--- config.mk ---
export PLATFORM = sky130hd
export DESIGN_NAME = ncl_sample_rx
export DESIGN_NICKNAME = d
export VERILOG_FILES = /design/src/rtl/ncl_sample_rx.sv
export SDC_FILE = /design/constraint.sdc
export NUM_CORES = 1
export LEC_CHECK = 0
export CORE_MARGIN = 8
export CORE_UTILIZATION = 54
export DETAILED_ROUTE_END_ITERATION = 8
export GPL_TIMING_DRIVEN = 0
export PLACE_DENSITY_LB_ADDON = 0.2
export SLEW_MARGIN = 20
export SYNTH_ARGS = -nofsm -noshare
export SYNTH_HDL_FRONTEND = slang
export SYNTH_SLANG_ARGS = --single-unit
--- constraint.sdc ---
create_clock -name clk -period 4.2 [get_ports clk]
set_clock_uncertainty 0.2 [all_clocks]
set_input_delay 0.84 -clock clk [delete_from_list [all_inputs] [get_ports clk]]
set_output_delay 0.84 -clock clk [all_outputs]
set_load 0.05 [all_outputs]
--- src/rtl/ncl_sample_rx.sv ---
// Dual-rail (NULL/DATA) sample receiver: synchronises both rails, completion-detects each
// wavefront, drives ko and queues words in a fall-through FIFO. Optional check: NCL_RX_ERRCHK_EN.
module ncl_sample_rx #(
   parameter int DEPTH = 4,
   parameter int WIDTH = 8
) (
   input  logic                     clk,
   input  logic                     reset,
   input  logic [WIDTH-1:0]         in_t,
   input  logic [WIDTH-1:0]         in_f,
   output logic                     ko,
   output logic [WIDTH-1:0]         out_data,
   output logic                     out_valid,
   input  logic                     out_ready,
   output logic [$clog2(DEPTH):0]   count,
   output logic                     err
);

   localparam int AW = $clog2(DEPTH);
   localparam logic [AW:0] FULL_COUNT = (AW+1)'(DEPTH);

   typedef enum logic {
      WAIT_NULL = 1'b0,
      WAIT_DATA = 1'b1
   } state_t;

   state_t r_state;
   state_t w_nextState;

   logic [WIDTH-1:0] r_s1t, r_s1f, r_s2t, r_s2f, r_s3t, r_s3f;
   logic [2:0]       r_primed;
   logic [WIDTH-1:0] r_mem [DEPTH];
   logic [AW-1:0]    r_wrPtr, r_rdPtr;
   logic [AW:0]      r_count;

   logic w_complete, w_isNull, w_stable, w_push, w_pop;

   // r_primed marks s3 as holding real samples, so the cleared pipeline is not mistaken for NULL.
   always_ff @(posedge clk) begin
      if (reset) begin
         r_s1t    <= '0;
         r_s1f    <= '0;
         r_s2t    <= '0;
         r_s2f    <= '0;
         r_s3t    <= '0;
         r_s3f    <= '0;
         r_primed <= '0;
      end else begin
         r_s1t    <= in_t;
         r_s1f    <= in_f;
         r_s2t    <= r_s1t;
         r_s2f    <= r_s1f;
         r_s3t    <= r_s2t;
         r_s3f    <= r_s2f;
         r_primed <= {r_primed[1:0], 1'b1};
      end
   end

   assign w_complete = &(r_s2t ^ r_s2f);
   assign w_isNull   = ~|(r_s2t | r_s2f);
   assign w_stable   = r_primed[2] && (r_s2t == r_s3t) && (r_s2f == r_s3f);

   always_ff @(posedge clk) begin
      if (reset) begin
         r_state <= WAIT_NULL;
      end else begin
         r_state <= w_nextState;
      end
   end

   // Leaving WAIT_NULL is only allowed with a free slot, so a push can never hit a full FIFO.
   always_comb begin
      w_nextState = r_state;
      w_push      = 1'b0;
      case (r_state)
         WAIT_NULL: begin
            if (w_isNull && w_stable && (r_count != FULL_COUNT)) begin
               w_nextState = WAIT_DATA;
            end
         end
         WAIT_DATA: begin
            if (w_complete && w_stable) begin
               w_push      = 1'b1;
               w_nextState = WAIT_NULL;
            end
         end
         default: w_nextState = WAIT_NULL;
      endcase
   end

   assign ko    = (r_state == WAIT_DATA);
   assign w_pop = out_valid && out_ready;

   always_ff @(posedge clk) begin
      if (w_push) begin
         r_mem[r_wrPtr] <= r_s2t;
      end
   end

   always_ff @(posedge clk) begin
      if (reset) begin
         r_wrPtr <= '0;
         r_rdPtr <= '0;
         r_count <= '0;
      end else begin
         if (w_push) begin
            r_wrPtr <= r_wrPtr + 1'b1;
         end
         if (w_pop) begin
            r_rdPtr <= r_rdPtr + 1'b1;
         end
         if (w_push && !w_pop) begin
            r_count <= r_count + 1'b1;
         end else if (w_pop && !w_push) begin
            r_count <= r_count - 1'b1;
         end
      end
   end

   assign count     = r_count;
   assign out_valid = (r_count != '0);
   assign out_data  = out_valid ? r_mem[r_rdPtr] : '0;

`ifdef NCL_RX_ERRCHK_EN
   logic r_err;

   // A settled both-rails-high bit is an illegal code; the flag is sticky until reset.
   always_ff @(posedge clk) begin
      if (reset) begin
         r_err <= 1'b0;
      end else if ((|(r_s2t & r_s2f)) && w_stable) begin
         r_err <= 1'b1;
      end
   end

   assign err = r_err;
`else
   assign err = 1'b0;
`endif

endmodule
==> impl.org <==
** Final layout
- Net count of the finished layout :: around 340
- Antenna fix cells :: 0
- Utilization after layout :: 64.2%
- Share of final-layout standard cells stronger than drive strength 1 :: under 10%
- Count of filler cells inserted in the layout :: 490
- Area growth syn-to-layout :: 16.8%

** Worst setup path
- Worst r2r src :: r_s2t[2]
- STA puts the critical path data required time at 3160 ps.
- Max Fanout on Critical Path :: 8
- The worst register-to-register path ends at count[2].
- The critical path is of the reg -> out type.
- The worst setup path is launched from a register.
- Kind of end point of the critical path :: primary output
- STA puts the critical path data arrival time at 2320 ps.
- FF-to-FF setup slack :: 1050 ps
- Measured in cells, the most critical reg-to-reg path has a length of 12.

** STA
- The number of hold violations in the final report came to 0.
- Setup violations remaining at the end of the flow were counted as 0.
- Unrepaired setup endpoints after global routing :: no
- Worst slew margin relative to its limit :: between 60% and 70%
- In the final timing run, aggregate negative setup slack is 0 ps.
- Static timing analysis puts the maximum clock frequency at 0.297 GHz.
- Final Max Slew Viols :: 0
- At the pin with the least slew margin, the transition time is between 500 and 600 ps.
- Minimum clock period after layout :: 3360 ps
- The worst path uses 80.1% of the clock period.

** CTS
- Number of setup buffers added after CTS :: 0
- Count of instances resized after the clock tree is built :: 0
- No sink is reached through more buffers than the 2 on the longest clock path.
- Hold repair after CTS inserted 0 buffers.
- CTS tree :: done
- The clock reaches the later pin of the worst-skew pair after 340 ps.
- Number of clock sinks :: 93
- The H-tree generated during clock tree synthesis spans 3 levels.
- CTS Root Cell :: sky130_fd_sc_hd__clkbuf_8
- Buffers inserted during clock tree synthesis total 9.
- Clock-pin slew was measured on the worst setup and hold paths at 80 ps.

** Floorplanning
- The floorplan step defined a core boundary enclosing ~6300 sq um.
- Measured along the x axis, the die boundary spans between 90 and 100 um.
- Initial standard-cell utilization of the core :: 55.0%
- The die covers 9200 sq um.
- Die Height :: 95.9 um
- Number of top-level pins :: 33
- In this run the core area contains 29 standard-cell rows.

** Power and ir drop
- Leakage power :: 1.46 nW
- Power comes to 0.00158 W.
- Power spread over the standard cell area amounts to about 390 nW/um^2.
- Highest ir drop seen on vdd :: ~0.30 mV

** Placed design
- Final HPWL from detailed placement :: 3.97 mm
- PortBufs :: 30
- Final weighted congestion in routability-driven placement :: ~0.77

** Run status
- The run finished with clean final reports.

** Synthesis
- Share of the yosys chip area belonging to registers :: a little over three fifths
- Cell area after technology mapping :: 3450 sq um
- Counting every net in the synthesized netlist gives 303.
- Dominant cells by area after synthesis :: sky130_fd_sc_hd__dfxtp_1, sky130_fd_sc_hd__edfxtp_1, sky130_fd_sc_hd__nor2b_1
- In this run, synthesis produced a sequential element count of 93.
- Most area-hungry cell type in the Yosys netlist :: sky130_fd_sc_hd__dfxtp_1
- During synthesis, Yosys emitted a total of 0 warnings.
- Average footprint of a synthesized cell :: 12.8 sq um
- The number of different library cells used by synthesis comes to 40.
- Synthesis produced a netlist whose cell count is 270.
- Of the post-synthesis cell area, the dominant cell type holds between 30% and 40%.

** GRT
- The first global-routing pass estimated 8.94 mm of wire.
- After global routing the overflow that remains totals 0.
- Entering global routing, the biggest net connects 15 pins.
- The number of global-route vias before repair was 1,891.
- The initial antenna violation count is 0.
- GR Util All Layers :: 13.0%

** Route
- Once detail routing completed, the nets flagged for antenna violations numbered 0.
- In the routed design, unresolved DRC markers number 0.
- Routed length per placed instance :: 13.6 um
- Router iterations before antenna repair :: 4
- Vias :: 1,924
- Number of vias per cell after detailed routing :: 4.90
- In this run, the number of DRC markers left after iteration 0 of detailed routing was 76.
- Routed WL :: 5.35 mm

** Min path
- The worst hold path begins at r_s1t[5].
- Counting instances, the worst hold path has a depth of 1.
- The tightest min-delay check is of the reg -> reg type.
- Hold endpoint :: r_s2t[5]

** Flow run
- Max capacitance violation total :: 0
==> registers in the layout, indices dropped and copies added, names as in the netlist, 8 cells and up, named ones only <==
| register | count |
|---|---|
| r_s2t | 8 |
| r_mem | 32 |
| r_s1f | 8 |
| r_s1t | 8 |
| r_s3t | 8 |
| r_s3f | 8 |
| r_s2f | 8 |
==> cells by family after synthesis <==
logic type               count (synthesis)  share of synthesized area (%)
other                                    1                          0.109
flip-flops                              93                           63.3
XOR/XNOR                                16                           4.06
AO/OA/AOI/OAI                           11                           2.25
buffers and inverters                   32                           3.63
multiplexers                             9                           5.51
adder cells (fa/ha/maj)                 14                           5.30
AND/OR/NAND/NOR                         94                           15.9
==> area by class of cell <==
cell class / count / area (sq um) / share of cell area [%]
well taps: 77 / 96.3 / 2.39
clock buffers: 11 / 131 / 3.26
flip-flops and latches: 93 / 2180 / 54.2
plain buffers: 11 / 46.3 / 1.15
inverters: 21 / 78.8 / 1.96
repair buffers: 30 / 300 / 7.45
multi-input cells: 145 / 1140 / 28.4
clock inverters: 5 / 51.3 / 1.27
==> layer usage <==
layer  routed length, um  GRT usage, %  up-vias  share of wire [%]
met3                 219          3.04       11                4.1
li1                    -             -      982                  -
met2                2540          21.2       43                 48
met4                 112          6.91        0                2.1
met5                   0             0        -                  0
met1                2470          15.6      888                 46
==> worst max path at each step <==
stage,end,from,slack [ps],cells past startpoint
finish,out_data[1],register,840,4
global route,out_data[1],register,680,4
CTS,out_data[5],register,790,4
detailed placement,count[2],r_s2t[2],1040,12
global placement,count[2],r_s2t[2],1100,12
floorplan,out_data[0],count[0],1150,3
==> power breakdown <==
group	internal [W]	total [W]	switching [W]	leakage, nW
Sequential	0.000947	0.000958	0.0000112	0.795
Combinational	0.0000389	0.0000735	0.0000346	0.578
Clock	0.000272	0.000546	0.000274	0.0907
==> cells in the final DEF (no fill, tap or decap), drive strengths merged, types with 3 or more instances in the layout <==
| cell | netlist | final |
|---|---|---|
| nand3 | 5 | 5 |
| mux4 | 8 | 8 |
| clkbuf | 9 | 20 |
| o21ai | 3 | 3 |
| ha | 13 | 13 |
| nand2 | 3 | 3 |
| inv | 21 | 21 |
| edfxtp | 32 | 32 |
| dfxtp | 61 | 61 |
| clkinv | 0 | 3 |
| nand4 | 4 | 4 |
| xnor2 | 10 | 10 |
| and3 | 4 | 4 |
| xor2 | 6 | 6 |
| and2 | 8 | 8 |
| nor2b | 35 | 35 |
| nor2 | 24 | 24 |
| a21oi | 3 | 3 |
| clkdlybuf4s50 | 0 | 30 |
==> stage by stage <==
stage	worst slack, ps	hold WS [ps]	area, sq um	std cells
after CTS	785	240	4030	393
after floorplan	1150	214	3450	270
final	836	238	4030	393
after detailed placement	1040	221	3850	377
after global routing	684	252	4030	393
after global placement	1100	219	3850	377
==> synthesized netlist by cell type, drive strengths merged <==
master	number
edfxtp	32
a221o	1
or3	2
nor3	2
nor2	24
a211oi	1
nor2b	35
xnor2	10
nand2b	2
fa	1
or4	1
a31oi	1
nor4	2
clkbuf	9
mux2i	1
mux4	8
dfxtp	61
and2	8
ha	13
nand2	3
o2111ai	1
o21ai	3
and3	4
nand4bb	1
and4bb	1
buf	2
nand4	4
o221ai	1
a21oi	3
nand3	5
conb	1
inv	21
xor2	6
==> critical path: stages (launching register included) <==
cell                              delay, ps
sky130_fd_sc_hd__dfxtp_1                310
sky130_fd_sc_hd__buf_2                  280
sky130_fd_sc_hd__mux4_2                 540
sky130_fd_sc_hd__and2_1                 160
sky130_fd_sc_hd__clkdlybuf4s50_1        690
Power figures use the tool's default switching activity.
